`config.mk`:
```
export PLATFORM = sky130hd
export DESIGN_NAME = multicycle_core
export DESIGN_NICKNAME = d
export VERILOG_FILES = /design/src/rtl/multicycle_core.sv
export SDC_FILE = /design/constraint.sdc
export NUM_CORES = 1
export LEC_CHECK = 0
export CORE_MARGIN = 4
export CORE_UTILIZATION = 58
export DETAILED_ROUTE_END_ITERATION = 6
export GPL_ROUTABILITY_DRIVEN = 0
export PLACE_DENSITY = 0.95
export SLEW_MARGIN = 25
export SYNTH_ARGS = -nofsm -noshare
export SYNTH_HDL_FRONTEND = slang
export SYNTH_SLANG_ARGS = --single-unit
export TNS_END_PERCENT = 10
```
`constraint.sdc`:
```
create_clock -name Clk -period 8.5 [get_ports Clk]
set_input_delay 2.55 -clock Clk [delete_from_list [all_inputs] [get_ports Clk]]
set_output_delay 2.55 -clock Clk [all_outputs]
set_load 0.02 [all_outputs]
```
`src/rtl/multicycle_core.sv`:
```
// Small multicycle accumulator-style core: fetch/exec/mem sequencing over a
// tiny register file, combinational instruction ROM and handshaked data memory.
module multicycle_core #(
    parameter int DW   = 8,
    parameter int IW   = 9,
    parameter int PCW  = 10,
    parameter int NREG = 4
) (
    input  logic                    Clk,
    input  logic                    Reset,
    input  logic                    Start,
    input  logic [PCW-1:0]          StartAddr,
    output logic                    Ack,
    output logic [PCW-1:0]          InstAddr,
    input  logic [IW-1:0]           InstData,
    output logic                    DmReq,
    output logic                    DmWe,
    output logic [DW-1:0]           DmAddr,
    output logic [DW-1:0]           DmWData,
    input  logic [DW-1:0]           DmRData,
    input  logic                    DmReady,
    input  logic [$clog2(NREG)-1:0] DbgSel,
    output logic [DW-1:0]           DbgData,
    output logic [31:0]             InstCount
);

    // state  | meaning
    // IDLE   | waiting for Start; PC/count loaded on acceptance
    // FETCH  | latch InstData into IR
    // EXEC   | ALU/LDI/BRZ retire, LD/ST move to MEM, HALT moves to DONE
    // MEM    | data-memory request held until DmReady
    // DONE   | Ack high until Start drops

    localparam int RW = $clog2(NREG);

    localparam logic [2:0] OP_ADD = 3'b000;
    localparam logic [2:0] OP_SUB = 3'b001;
    localparam logic [2:0] OP_AND = 3'b010;
    localparam logic [2:0] OP_XOR = 3'b011;
    localparam logic [2:0] OP_LDI = 3'b100;
    localparam logic [2:0] OP_LD  = 3'b101;
    localparam logic [2:0] OP_ST  = 3'b110;
    localparam logic [2:0] OP_BR  = 3'b111;

    typedef enum logic [2:0] {
        S_IDLE,
        S_FETCH,
        S_EXEC,
        S_MEM,
        S_DONE
    } state_t;

    state_t          state, state_nxt;
    logic [PCW-1:0]  pc, pc_nxt;
    logic [IW-1:0]   ir;
    logic [DW-1:0]   rf [NREG];
    logic [31:0]     inst_count;

    logic [2:0]      op;
    logic [RW-1:0]   ra, rb;
    logic [IW-4:0]   imm;
    logic [DW-1:0]   alu_res, ldi_val;
    logic [PCW-1:0]  br_off;

    logic            ir_load;
    logic            rf_we;
    logic [RW-1:0]   rf_waddr;
    logic [DW-1:0]   rf_wdata;
    logic            cnt_inc, cnt_clr;

    assign op      = ir[IW-1:IW-3];
    assign ra      = ir[IW-4 -: RW];
    assign rb      = ir[IW-4-RW -: RW];
    assign imm     = ir[IW-4:0];
    assign ldi_val = DW'(imm);
    assign br_off  = PCW'($signed(imm));

    always_comb begin
        alu_res = '0;
        case (op[1:0])
            2'b00:   alu_res = rf[ra] + rf[rb];
            2'b01:   alu_res = rf[ra] - rf[rb];
            2'b10:   alu_res = rf[ra] & rf[rb];
            default: alu_res = rf[ra] ^ rf[rb];
        endcase
    end

    always_comb begin
        state_nxt = state;
        pc_nxt    = pc;
        ir_load   = 1'b0;
        rf_we     = 1'b0;
        rf_waddr  = ra;
        rf_wdata  = alu_res;
        cnt_inc   = 1'b0;
        cnt_clr   = 1'b0;
        case (state)
            S_IDLE: begin
                if (Start) begin
                    pc_nxt    = StartAddr;
                    cnt_clr   = 1'b1;
                    state_nxt = S_FETCH;
                end
            end
            S_FETCH: begin
                ir_load   = 1'b1;
                state_nxt = S_EXEC;
            end
            S_EXEC: begin
                case (op)
                    OP_LD, OP_ST: state_nxt = S_MEM;
                    OP_BR: begin
                        cnt_inc = 1'b1;
                        if (imm == '0) begin
                            state_nxt = S_DONE;
                        end else begin
                            state_nxt = S_FETCH;
                            pc_nxt    = (rf[0] == '0) ? pc + br_off : pc + PCW'(1);
                        end
                    end
                    OP_LDI: begin
                        rf_we     = 1'b1;
                        rf_waddr  = '0;
                        rf_wdata  = ldi_val;
                        pc_nxt    = pc + PCW'(1);
                        cnt_inc   = 1'b1;
                        state_nxt = S_FETCH;
                    end
                    default: begin
                        rf_we     = 1'b1;
                        pc_nxt    = pc + PCW'(1);
                        cnt_inc   = 1'b1;
                        state_nxt = S_FETCH;
                    end
                endcase
            end
            S_MEM: begin
                if (DmReady) begin
                    rf_we     = (op == OP_LD);
                    rf_wdata  = DmRData;
                    pc_nxt    = pc + PCW'(1);
                    cnt_inc   = 1'b1;
                    state_nxt = S_FETCH;
                end
            end
            S_DONE: begin
                if (!Start) state_nxt = S_IDLE;
            end
            default: state_nxt = S_IDLE;
        endcase
    end

    always_ff @(posedge Clk) begin
        if (!Reset) state <= S_IDLE;
        else        state <= state_nxt;
    end

    // Reset discards any in-flight write-back, including a pending LD.
    always_ff @(posedge Clk) begin
        if (!Reset) begin
            pc         <= '0;
            ir         <= '0;
            inst_count <= '0;
            for (int i = 0; i < NREG; i++) rf[i] <= '0;
        end else begin
            pc <= pc_nxt;
            if (ir_load) ir <= InstData;
            if (rf_we)   rf[rf_waddr] <= rf_wdata;
            if (cnt_clr)
                inst_count <= '0;
            else if (cnt_inc && inst_count != '1)
                inst_count <= inst_count + 32'd1;
        end
    end

    assign Ack       = (state == S_DONE);
    assign DmReq     = (state == S_MEM);
    assign DmWe      = (state == S_MEM) && (op == OP_ST);
    assign DmAddr    = rf[rb];
    assign DmWData   = rf[ra];
    assign DbgData   = rf[DbgSel];
    assign InstAddr  = pc;
    assign InstCount = inst_count;

endmodule
```
# ---- Word-level counts from Yosys, hierarchy flattened
# Memories as Yosys holds them, arrays and structs flattened. A register that Yosys moved wholly into a read port is not among the register bits.
# Cells that the tools add are included.
dict set report word_totals {
  elab_cells 80
  ramBits 32
  reg_bits 54
  n_memories 1
  in_bits 33
}
# name words word_bits rd rd_clocked_by_memory_dff write_ports line_no
set mem_list {}
lappend mem_list {rf 4 8 4 2 4 56} ;# logic [DW-1:0] rf [NREG];
dict set report op_classes {
  eq_ne 16
  reduce_logical 13
  bitwise 3
  n_mux 38
  n_addsub 5
}
# cell count
set op_table {}
lappend op_table {{10-bit 2-to-1 mux} 4}
lappend op_table {{32-bit by 1-bit adder with 32-bit output (second input constant)} 1}
lappend op_table {{32-bit inequality test (second input constant)} 1}
lappend op_table {{10-bit case mux with 3 select lines} 1}
lappend op_table {{8-bit 2-to-1 mux} 3}
lappend op_table {{8-bit case mux with 3 select lines} 1}
lappend op_table {{10-bit case mux with 2 select lines} 1}
lappend op_table {{8-bit case mux with 2 select lines} 1}
lappend op_table {{3-bit equality test (second input constant)} 5}
lappend op_table {{3-bit case mux with 5 select lines} 1}
lappend op_table {{2-bit 2-to-1 mux} 7}
lappend op_table {{1-bit 2-to-1 mux} 12}
lappend op_table {{3-bit 2-to-1 mux} 4}
lappend op_table {{10-bit by 1-bit adder with 10-bit output (second input constant)} 1}
lappend op_table {{10-bit adder} 1}
lappend op_table {{8-bit adder} 1}
lappend op_table {{8-bit AND} 1}
lappend op_table {{8-bit zero test} 1}
lappend op_table {{8-bit OR reduction} 1}
lappend op_table {{8-bit subtractor} 1}
lappend op_table {{8-bit bitwise XOR} 1}
lappend op_table {{3-bit by 2-bit equality test with 1-bit output (second input constant)} 2}
lappend op_table {{6-bit zero test} 1}
lappend op_table {{2-bit inequality test (second input constant)} 3}
lappend op_table {{other kinds (16)} 19}

# ---- Depth between registers and ports, before layout
# Gate-level depths: netlist of the first run.
dict set report logic_depth {
  ltp_word 9
  depth_mapped 14
  depth_no_buf 13
}

# ---- Least setup slack after synthesis of the first run
# Ideal clock, no wire load.
dict set report synth_timing {
  path_kind {input port to output port}
  from {input port DbgSel[0]}
  to {output port DbgData[0]}
  path_stages 2
  path_slack_ns 2.345
  n_path_buf 1
  arrival_time_ns 3.605
  path_cell_list {clkbuf_1 -> mux4_2}
}
dict set report synth_via {
  elab_chain_len 1
}
# item line_no
set synth_rtl {}
lappend synth_rtl {{start: declaration} 22} ;# input logic [$clog2(NREG)-1:0] DbgSel,
lappend synth_rtl {{memory 4 x 8 bit} --}
lappend synth_rtl {{end: declaration} 23} ;# output logic [DW-1:0] DbgData,
# No other way between the ends.

# ---- Final worst setup path of the first run
# Same ends and word-level chain as after synthesis.

==> impl_metrics.py, run 1 <==
metrics = {
    "outcome": {
        "outcome": "finished with violations",
        "violations": "design-rule violations",
    },
    "floorplan": {
        "fp.dieH_um": 110,
        "fp.dieArea_um2": 12000,
        "coreArea_um2": 9910,
        "placementRows": 36,
        "start_util_pct": 60.3,
        "pin_count": 102,
        "fp.dieW_um": 110,
    },
    "clock_tree": {
        "clock_path_buffers": 2,
        "clock-root-buffer": "clkbuf_8",
        "cts_resized": 0,
        "hold_buffers": 0,
        "cts_tree": "built",
        "cts.reportedPaths.clkPinSlew_ns": 0.09,
        "insertion_delay_ns": 0.37,
        "cts_htree_levels": 3,
        "cts_buffers": 9,
        "clkSinkCount": 90,
        "post_cts_buffers": 0,
    },
    "synth": {
        "synth-xor-area-share_pct": 7.91,
        "yosys.area_share.simple_pct": 21.1,
        "synthesis.area_um2": 5980,
        "ys_warn_count": 0,
        "ys_seq_area_share_pct": 35.5,
        "synthArstFlopShare_pct": 0,
        "synth-compound-area-share_pct": 11.8,
        "muxShareOfSynthArea_pct": 13.5,
        "synthAdderAreaFrac_pct": 6.32,
        "synth_top_family_by_area": "simple AND/OR/NAND/NOR gates",
        "synth_cells": 626,
        "synth_cell_types": 72,
        "ys_ff_latch": 90,
        "ys.flop_type": "dfxtp_1",
        "syn_avg_cell_area_um2": 9.55,
        "synth_edf_count": 32,
        "synth_fp_nets": 688,
    },
    "sta": {
        "relSlewSlack_pct": 31.3,
        "setup_viol_count_final": 0,
        "whs_ns": 0.556,
        "finalMaxSlewViolations": 0,
        "max_freq_mhz": 139,
        "min_period_ns": 7.18,
        "tns_ns": 0,
        "fin_worst_skew_ns": 0.0142,
        "worst_slew_pin_slew_ns": 1.03,
        "hold_viol_final": 0,
        "rsz0062_at_grt": "no",
        "finalCritPeriodShare_pct": 84.5,
    },
    "placed_design": {
        "placed_area_um2": 7040,
        "place_inst": 831,
        "place_hpwl_um": 12700,
        "numPortBuffers": 101,
    },
    "global_route": {
        "grt_pass1_wl_um": 28000,
        "grt_util_all_layers_pct": 29.9,
        "grt_start_max_net_pins": 33,
        "antenna_found_initial": 0,
        "grt_pass1_vias": 5660,
        "gr-total-overflow": 0,
    },
    "layout": {
        "n_antenna_cell": 0,
        "final_layout_size_suffix_gt1_share_pct": 8.40,
        "design_area_um2": 7210,
        "stdcell_count": 847,
        "nets": 771,
        "syn_to_final_growth_pct": 20.7,
    },
    "routing": {
        "routedWlPerCell_um": 20.8,
        "dr.pass1.iters": 7,
        "avgViaCountPerCell": 6.56,
        "vias": 5553,
        "detail-route-antenna-nets": 0,
        "drc": 1,
        "dr.first_iter.drc_count": 566,
        "drt_wl_total_um": 17600,
    },
    "critical_path": {
        "path_cells": "clkdlybuf4s50_1, mux4_2, clkdlybuf4s50_1",
        "cp_max_fo": 8,
        "crit_buf_inv": 2,
        "arrival_ns": 4.63,
        "max_stage_delay_ns": 0.87,
        "crit_path_end_kind": "output pin",
        "critical_path_class": "in2out",
        "slowest_stage": "clkdlybuf4s50_1",
        "crit_top_cell": "clkdlybuf4s50_1",
        "reg2regPathDepth": 10,
        "critical_path_depth": 3,
        "cp-start-kind": "input pin",
        "cp.required_ns": 5.95,
        "critPathTopFamily": "buffers and inverters",
    },
    "power_and_ir_drop": {
        "worst_ir_drop_vdd_uv": 100,
        "power_density_nw_per_um2": 152,
        "leakagePower_uw": 0.00258,
    },
    "worst_hold_path": {
        "hold_depth": 2,
        "holdCritPathClass": "reg2reg",
    },
    "flow_run": {
        "maxCapViolations": 0,
    },
}
[cell usage in the layout (no fill, tap or decap), drive strengths merged, types with 9 or more instances in the layout]
cell / Yosys / layout
dfxtp: 58 / 58
o21ai: 26 / 26
clkdlybuf4s50: 0 / 101
nand4: 17 / 17
nor2b: 14 / 14
nor2: 95 / 95
a21oi: 22 / 22
mux4: 24 / 24
inv: 25 / 27
nand2b: 9 / 9
nand2: 44 / 44
mux2i: 21 / 21
edfxtp: 32 / 32
xor2: 29 / 29
nor4: 13 / 13
clkbuf: 19 / 10
nand3: 17 / 17
xnor2: 25 / 25
ha: 27 / 27
[layer usage]
| layer | vias to the layer above | share of wire (%) | GRT usage, % |
|---|---|---|---|
| li1 | 2455 | - | - |
| met1 | 2617 | 37 | 36.1 |
| met2 | 386 | 48 | 49.2 |
| met3 | 95 | 11 | 8.04 |
| met4 | 0 | 4.5 | 15.2 |
| met5 | - | 0 | 0 |
[cells by family (layout without fill, tap and decap cells)]
logic type / after synthesis / after routing
xor gates and xnor gates: 54 / 54
buffers and inverters: 55 / 143
muxes: 48 / 48
DFF: 90 / 90
AOI/OAI and AO/OA: 102 / 102
adders and majority gates: 29 / 29
and+or+nand+nor: 248 / 248
[layout make-up]
type / count / area [µm²]
multi-input cells: 481 / 3630
clock inverters: 6 / 50.0
repair buffers: 102 / 1020
well taps: 133 / 166
flip-flops and latches: 90 / 2120
clock buffers: 10 / 128
inverters: 25 / 93.8
fillers: 683 / 2700
[power breakdown]
group	switching [µW]	leakage [µW]	internal (µW)	total, µW
Clock	165	0.0000835	109	275
Combinational	173	0.00169	148	321
Sequential	35.7	0.000802	464	499
[through the flow]
stage | worst slack, ns | total power (µW) | util [%]
6_report | 1.32 | 1100 | 72.8
5_1_grt | 1.25 | 1140 | 72.8
4_1_cts | 1.32 | 1080 | 72.8
3_5_place_dp | 1.34 | 817 | 71.0
3_3_place_gp | 1.44 | 796 | 71.0
2_1_floorplan | 2.34 | 710 | -
[worst register-to-register path, cell delays in order, from the launching register on]
cell and delay [ns]:
dfxtp_1 0.95, nor2b_1 0.61, mux2_2 0.45, fa_1 0.45
nor2b_1 0.13, o21ai_0 0.12, a21boi_0 0.43, or3_1 0.18
nand3_1 0.10, a32oi_1 0.39, nor2_1 0.11
[Yosys cell counts (all sizes together), types with 8 or more instances]
library cell	count	area, µm²
nand2b	9	56.3
nor2b	14	87.6
nand3	17	85.1
nor4	13	96.3
o21ai	26	134
mux4	24	548
a21oi	22	114
nand2	44	165
nor2	95	362
mux2i	21	223
a211oi	8	75.1
clkbuf	19	73.8
edfxtp	32	961
xor2	29	254
buf	11	66.3
nand4	17	106
ha	27	338
dfxtp	58	1160
inv	25	93.8
nor3	8	45.0
xnor2	25	219
[sequential cells by signal (all words and copies together), names as in the netlist, named ones only]
register	flops
InstCount	32
state	3
ir	9
rf	32
InstAddr	10
[final timing paths]
kind / start / endpoint / slack (ns)
setup / recovery: DbgSel[0] / DbgData[0] / 1.32
hold / removal: InstCount[13] / InstCount[13] / 0.56
setup reg to reg: ir[6] / rf[1][6] / 4.32
hold reg to reg: InstCount[13] / InstCount[13] / 0.56
No activity file was read; power rests on OpenSTA's default activity.
==> run 2, diff against run 1 <==
CORE_UTILIZATION = 49   (was 58)
PLACE_DENSITY = 0.87   (was 0.95)
clock period = 6.5 ns   (was 8.5 ns; I/O delays follow)
==> run 2 against run 1 <==
The flow now finishes without violations. Final cell count rose by 1.7%. Power grew 45%. Flip-flop and latch count stayed put. Critical path depth unchanged. Core utilization down 11 points.
==> impl_metrics.py, run 2 (synthesis results as in run 1) <==
metrics = {
    "outcome": {
        "outcome": "complete, no violations",
    },
    "floorplan": {
        "coreArea_um2": 12000,
        "start_util_pct": 50.0,
        "placementRows": 40,
        "pin_count": 102,
        "fp.dieArea_um2": 14000,
        "fp.dieH_um": 118,
        "fp.dieW_um": 118,
    },
    "critical_path": {
        "reg2reg_slack_ns": 2.31,
        "max_stage_delay_ns": 0.84,
        "arrival_ns": 3.95,
        "crit_top_cell": "clkdlybuf4s50_1",
        "reg2regPathDepth": 12,
        "critical_path_class": "in2out",
        "path_cells": "clkdlybuf4s50_1, mux4_2, clkdlybuf4s50_1",
        "cp.required_ns": 4.55,
        "critPathLaunch": "DbgSel[0]",
        "cp-start-kind": "input pin",
        "crit_end": "DbgData[2]",
        "r2r_end": "rf[2][7]",
        "crit_path_end_kind": "output pin",
        "slowest_stage": "clkdlybuf4s50_1",
        "cp_max_fo": 8,
    },
    "clock_tree": {
        "cts_tree": "built",
        "clock_path_buffers": 2,
        "cts_buffers": 9,
        "cts_resized": 0,
        "cts_htree_levels": 3,
        "clkSinkCount": 90,
        "post_cts_buffers": 0,
        "cts.reportedPaths.clkPinSlew_ns": 0.07,
        "clock-root-buffer": "clkbuf_16",
        "hold_buffers": 0,
        "insertion_delay_ns": 0.34,
    },
    "layout": {
        "syn_to_final_growth_pct": 23.1,
        "stdcell_count": 861,
        "multi_input_area_um2": 3630,
        "final_layout_size_suffix_gt1_share_pct": 8.54,
        "final_core_util_pct": 61.5,
        "nets": 771,
        "final_common_cell": "clkdlybuf4s50_1",
        "design_area_um2": 7360,
        "regArea_um2": 2120,
        "fillers": 937,
        "mostFrequentLayoutCells": "clkdlybuf4s50_1, nor2_1, dfxtp_1, nand2_1, edfxtp_1",
        "n_antenna_cell": 0,
    },
    "placed_design": {
        "dpl_worst_slack_ns": 0.576,
        "placed_area_um2": 7050,
        "numPortBuffers": 101,
        "place_inst": 845,
        "place_hpwl_um": 12500,
    },
    "global_route": {
        "grt_pass1_vias": 5342,
        "grt_start_max_net_pins": 33,
        "gr-total-overflow": 0,
        "grt_util_all_layers_pct": 23.7,
        "grt_pass1_wl_um": 27300,
        "antenna_found_initial": 0,
    },
    "sta": {
        "finalMaxSlewViolations": 0,
        "worst_slew_pin_slew_ns": 0.938,
        "max_freq_mhz": 169,
        "postLayoutSetupSlackWorst_ns": 0.598,
        "tns_ns": 0,
        "finalCritPeriodShare_pct": 90.8,
        "relSlewSlack_pct": 37.2,
        "rsz0062_at_grt": "no",
        "setup_viol_count_final": 0,
        "min_period_ns": 5.90,
        "fin_worst_skew_ns": 0.00834,
        "hold_viol_final": 0,
    },
    "routing": {
        "detail-route-antenna-nets": 0,
        "dr.first_iter.drc_count": 596,
        "vias": 5373,
        "dr.pass1.iters": 7,
        "drt_wl_total_um": 16700,
        "routedWlPerCell_um": 19.5,
        "avgViaCountPerCell": 6.24,
        "drc": 0,
    },
    "worst_hold_path": {
        "holdCritPathClass": "reg2reg",
        "hold_depth": 2,
    },
    "power_and_ir_drop": {
        "power_density_nw_per_um2": 215,
        "worst_ir_drop_vdd_uv": 121,
        "leakagePower_uw": 0.00264,
    },
    "flow_run": {
        "maxCapViolations": 0,
    },
}
-- run 2: cell types whose count changed in the layout (fill, tap and decap cells not counted) --
cell,previous run,this run
clkbuf_16,0,10
clkbuf_8,9,2
clkbuf_1,1,0
clkinv_2,0,1
clkinv_4,2,1
clkinvlp_4,2,1
inv_6,2,1
-- run 2: power breakdown --
| part | internal [µW] | switching (µW) | total, µW |
|---|---|---|---|
| clock network | 305 | 222 | 527 |
| registers | 607 | 44.6 | 651 |
| logic | 192 | 215 | 407 |
| total | 1100 | 482 | 1590 |
-- run 2: how the worst min path moves through the flow --
| stage | from | end | slack (ns) |
|---|---|---|---|
| after detailed placement | InstCount[12] | InstCount[12] | 0.53 |
| after CTS | InstCount[12] | InstCount[12] | 0.54 |
| after global routing | InstCount[9] | InstCount[9] | 0.59 |
| after global placement | InstCount[12] | InstCount[12] | 0.51 |
| after floorplan | ir[0] | ir[0] | 0.52 |
| final | InstCount[23] | InstCount[23] | 0.54 |
-- run 2: layout make-up --
type | instances | area share, %
clock buffer | 12 | 3.77
clock inverter | 4 | 0.408
inverter | 25 | 1.27
multi-input combinational | 481 | 49.4
sequential | 90 | 28.8
tap | 147 | 2.50
timing repair buffer | 102 | 13.8
-- run 2: critical path, delay by kind of cell --
kind                   cells  cell delay, ns
buffers and inverters      2            1.42
muxes                      1            0.58
-- run 2: routing by layer --
metal	global-route usage [%]	part of all wire, %
met2	41.0	49
met1	28.6	38
met5	0	0
met3	5.65	9.8
met4	9.41	3.8
-- run 2: through the flow --
stage          power, µW  hold slack (ns)
2_1_floorplan        929            0.525
3_3_place_gp        1040            0.505
3_5_place_dp        1060            0.529
4_1_cts             1580            0.540
5_1_grt             1650            0.587
6_report            1590            0.542
==> RTL change 1 (config.mk and constraints of run 2) <==
Re-encode `state_t` (5 states) as Gray code, 3 bits wide.
--- a/src/rtl/multicycle_core.sv
+++ b/src/rtl/multicycle_core.sv
@@ -43,11 +43,11 @@
     localparam logic [2:0] OP_BR  = 3'b111;
 
     typedef enum logic [2:0] {
-        S_IDLE,
-        S_FETCH,
-        S_EXEC,
-        S_MEM,
-        S_DONE
+        S_IDLE  = 3'b000,
+        S_FETCH = 3'b001,
+        S_EXEC  = 3'b011,
+        S_MEM   = 3'b010,
+        S_DONE  = 3'b110
     } state_t;
 
     state_t          state, state_nxt;
Behaviour: same outputs for any inputs over 4 cycles, from zero or initial values and one cycle with Reset low; so few cycles prove little.
==> RTL change 1 against run 2 <==
- sequential cell count stayed put
- largest power group unchanged
- hold slack worse by 25 ps
- count of clock-buffer cells in the layout is 2 lower
- worst setup slack better by 21 ps
- total power is 2.3% higher
- first-iteration DRC count is 9.1% lower
- synthesized area is 0.69% lower
- die area is 0.64% lower
- register-to-register slack better by 30 ps
- core utilization is 1.9 points higher
- cell area hardly changed
- global-route usage is 0.95 points lower
- wire length is 5.9% lower
- largest cell class unchanged
- final cell count is 1.0% lower
==> RTL change 1: results (changes against run 2) <==
{
  "num_vias": {"value": 5269, "change": "-1.9%"},
  "ratio_of_cells_with_drive_above_1_in_the_final_layout": {"value": 0.0874, "change": "+0.00201"},
  "switching_portion_of_total_power": {"value": 0.296, "change": "-0.00787"},
  "wirelength_per_cell": {"value": 18.5, "unit": "µm", "change": "-5.0%"},
  "worstPathArrival": {"value": 3930, "unit": "ps", "change": "-20 ps"},
  "power_frac_seq": {"value": 0.399, "change": "-0.012"},
  "detailedRoute.firstPassIterationCount": {"value": 5, "change": "-2"},
  "p_comb_frac": {"value": 0.263, "change": "+0.006"},
  "vdd_ir_drop_max": {"value": 0.124, "unit": "mV", "change": "+2.4%"},
  "area_taken_by_multi_input_logic_gates": {"value": 3620, "unit": "µm²", "change": "-0.52%"},
  "clockNetworkAreaShare": {"value": 0.0421, "change": "+0.000311"},
  "placed_cells_incl_taps": {"value": 836, "change": "-1.1%"},
  "outcome": "finished clean",
  "met2WireLength": {"value": 7580, "unit": "µm", "change": "-7.0%"},
  "dp_worst_setup_slack": {"value": 594, "unit": "ps", "change": "+18.0 ps"},
  "clock-skew-final": {"value": 6.72, "unit": "ps", "change": "-1.62 ps"},
  "holdWs": {"value": 517, "unit": "ps", "change": "-24.7 ps"},
  "ys_top_cells_by_count": "nor2_1, dfxtp_1, nand2_1, edfxtp_1, a21oi_1",
  "yosysSeqAreaShare": {"value": 0.357, "change": "+0.00247"},
  "synth_area_leaders": "dfxtp_1, edfxtp_1, mux4_2",
  "total_power": {"value": 1.62, "unit": "mW", "change": "+2.3%"},
  "fin_nets": {"value": 766, "change": "-0.65%"},
  "post_synth_num_cell_types": {"value": 68, "change": "-5.6%"},
  "clockBufferCount": {"value": 10, "change": "-2"},
  "grt_util_all_layers": {"value": 0.228, "change": "-0.00946"},
  "layout.comb_gates.multi_input": {"value": 474, "change": "-1.5%"},
  "postSynthCellCount": {"value": 617, "change": "-1.4%"},
  "nNonClkInverters": {"value": 22, "change": "-12%"},
  "signal_buffers": {"value": 107, "change": "+4.9%"},
  "drt_iter0_markers": {"value": 542, "change": "-9.1%"},
  "placedInstanceArea": {"value": 7060, "unit": "µm²", "change": "about the same"}
}
[RTL change 1: cells by family after synthesis]
group | synth area share
XOR/XNOR | 0.0746
flip-flops | 0.357
AO/OA/AOI/OAI | 0.143
buffers and inverters | 0.0356
AND/OR/NAND/NOR | 0.206
adder cells (fa/ha/maj) | 0.0636
multiplexers | 0.120
[RTL change 1: critical path, cell delays in order]
cell	delay (ps)
clkdlybuf4s50_1	830
mux4_2	590
clkdlybuf4s50_1	560
[RTL change 1: final timing paths]
path / startpoint / endpoint / cells after the start
max: DbgSel[0] / DbgData[3] / 3
min: InstCount[29] / InstCount[29] / 2
max reg2reg: flip-flop / rf[0][6] / 12
min reg2reg: InstCount[29] / InstCount[29] / 2
[RTL change 1: per-layer routing]
| metal | vias to the layer above | track usage |
|---|---|---|
| met1 | 2495 | 0.283 |
| met5 | - | 0 |
| met4 | 0 | 0.100 |
| li1 | 2457 | - |
| met2 | 274 | 0.377 |
| met3 | 43 | 0.0543 |
==> RTL change 2 (settings of run 2) <==
Without the edit above. `DW`: 8 -> 12.
--- a/src/rtl/multicycle_core.sv
+++ b/src/rtl/multicycle_core.sv
@@ -1,7 +1,7 @@
 // Small multicycle accumulator-style core: fetch/exec/mem sequencing over a
 // tiny register file, combinational instruction ROM and handshaked data memory.
 module multicycle_core #(
-    parameter int DW   = 8,
+    parameter int DW   = 12,
     parameter int IW   = 9,
     parameter int PCW  = 10,
     parameter int NREG = 4
Ports: changed (resized DbgData, DmAddr, DmRData and DmWData); port bits go from 102 to 118. No check against the original RTL was run, so the function may have changed too.
==> RTL change 2 against run 2 <==
- sequential cell count rose by 16
- sequential power increased by 19%
- cell area increased by 19%
- wire length grew 18%
- register-to-register slack worse by 900 ps
- die area up 18%
- critical endpoint is now DbgData[1]
- total power increased by 18%
- count of clock-buffer cells in the layout decreased by 2
- synthesized cell count increased by 17%
- synthesized area grew 20%
- fmax up 0.40%
- worst setup slack gained 24 ps
==> RTL change 2: results (changes against run 2) <==
{
  "outcome": "finished clean",
  "post_dr_vias_cell": {"value": 6.30, "change": "+0.98%"},
  "synth_adder_area_share": {"value": 0.0669, "change": "+0.00368"},
  "synth_compound_area_frac": {"value": 0.130, "change": "+0.0121"},
  "reg2reg_depth": {"value": 13, "change": "+1"},
  "min_from": "InstCount[6]",
  "port_buffers": {"value": 117, "change": "+16%"},
  "multiplexer_area_fraction_after_synthesis": {"value": 0.149, "change": "+0.0148"},
  "vdd_ir_drop_max": {"value": 0.124, "unit": "mV", "change": "+1.9%"},
  "yosysSeqAreaShare": {"value": 0.364, "change": "+0.00925"},
  "detail_route.wirelength": {"value": 19800, "unit": "µm", "change": "+18%"},
  "ratio_of_cells_with_drive_above_1_in_the_final_layout": {"value": 0.0895, "change": "+0.00406"},
  "clock-skew-final": {"value": 10.2, "unit": "ps", "change": "+1.90 ps"},
  "placedInstanceArea": {"value": 8430, "unit": "µm²", "change": "+20%"},
  "detailedRoute.firstPassIterationCount": {"value": 5, "change": "-2"},
  "slowest_stage_delay_cp": {"value": 960, "unit": "ps", "change": "+120 ps"},
  "synth_area_leaders": "edfxtp_1, dfxtp_1, mux4_2",
  "yosysWarnings": {"value": 0, "change": "unchanged"},
  "timing.max_slew.rel_slack": {"value": 0.313, "change": "-0.0593"},
  "total_power": {"value": 1.87, "unit": "mW", "change": "+18%"},
  "post-dp-hpwl": {"value": 14500, "unit": "µm", "change": "+16%"},
  "grt_util_all_layers": {"value": 0.239, "change": "+0.00123"},
  "drt_iter0_markers": {"value": 714, "change": "+20%"},
  "reg2reg_setup_slack": {"value": 1410, "unit": "ps", "change": "-900 ps"},
  "mappedNetlistNets": {"value": 807, "change": "+17%"},
  "ys_top_cells_by_count": "nor2_1, dfxtp_1, nand2_1, edfxtp_1, a21oi_1",
  "p_leak": {"value": 3.17, "unit": "nW", "change": "+20%"},
  "worstPathArrival": {"value": 3930, "unit": "ps", "change": "-20 ps"},
  "insertion_delay_ps": 350,
  "fin_nets": {"value": 907, "change": "+18%"},
  "synthXorXnorAreaFrac": {"value": 0.0576, "change": "-0.0215"},
  "first_global_vias": {"value": 5959, "change": "+12%"},
  "whs_endpoint": "InstCount[6]",
  "highest_net_fanout_along_the_worst_path": {"value": 12, "change": "+4"},
  "worst_r2r_endpoint": "rf[2][10]",
  "grt_pass1_wl": {"value": 31400, "unit": "µm", "change": "+15%"},
  "synth-edff-count": {"value": 48, "change": "+50%"},
  "post_synth_num_cell_types": {"value": 68, "change": "-5.6%"},
  "dominantRegCellSynth": "dfxtp_1",
  "holdWs": {"value": 499, "unit": "ps", "change": "-42.7 ps"}
}
## RTL change 2: cells by family (layout without fill, tap and decap cells)
kind of cell / Yosys count / count (layout)
buf+inv: 52 / 157
compound gates: 142 / 142
simple gates: 289 / 289
flops: 106 / 106
mux: 60 / 60
fa+ha+maj: 37 / 37
xor+xnor: 47 / 47
## RTL change 2: power by group
group	leakage, nW	internal [mW]	switching [mW]
combinational	2.06	0.253	0.315
sequential	0.967	0.724	0.0486
clock	0.146	0.275	0.254
total	3.17	1.25	0.618
## RTL change 2: worst max-delay path by stage
stage,start,endpoint,slack (ps),depth (start not counted)
6_report,DbgSel[1],DbgData[1],620,3
5_1_grt,DbgSel[1],DbgData[1],590,3
4_1_cts,DbgSel[1],DbgData[0],650,3
3_5_place_dp,DbgSel[1],DbgData[1],660,3
3_3_place_gp,DbgSel[1],DbgData[1],750,3
2_1_floorplan,DbgSel[0],DbgData[10],1440,2
## RTL change 2: cell type report
class	instances	area, µm²
Multi-Input combinational cell	575	4330
Sequential cell	106	2600
Fill cell	1115	5370
Tap cell	180	225
Inverter	17	63.8
Clock buffer	10	239
Timing Repair Buffer	124	1220
Clock inverter	6	46.3
## RTL change 2: metrics by stage
| stage | setup slack (ps) | cells | util |
|---|---|---|---|
| after floorplan | 1440 | 733 | - |
| after detailed placement | 658 | 1001 | 0.598 |
| final | 621 | 1018 | 0.619 |
| after CTS | 655 | 1017 | 0.618 |
| after global routing | 595 | 1018 | 0.619 |
| after global placement | 746 | 1001 | 0.598 |
## RTL change 2: worst max-delay path: cells and delay by family
kind	cells	cell delay, ps
buffers and inverters	2	1520
muxes	1	450
## RTL change 2: routing by layer
layer	GRT usage	vias up	routed length, µm
li1	-	2943	-
met1	0.329	3001	7880
met2	0.375	414	9180
met3	0.0473	57	2200
met4	0.0889	0	553
met5	0	-	0
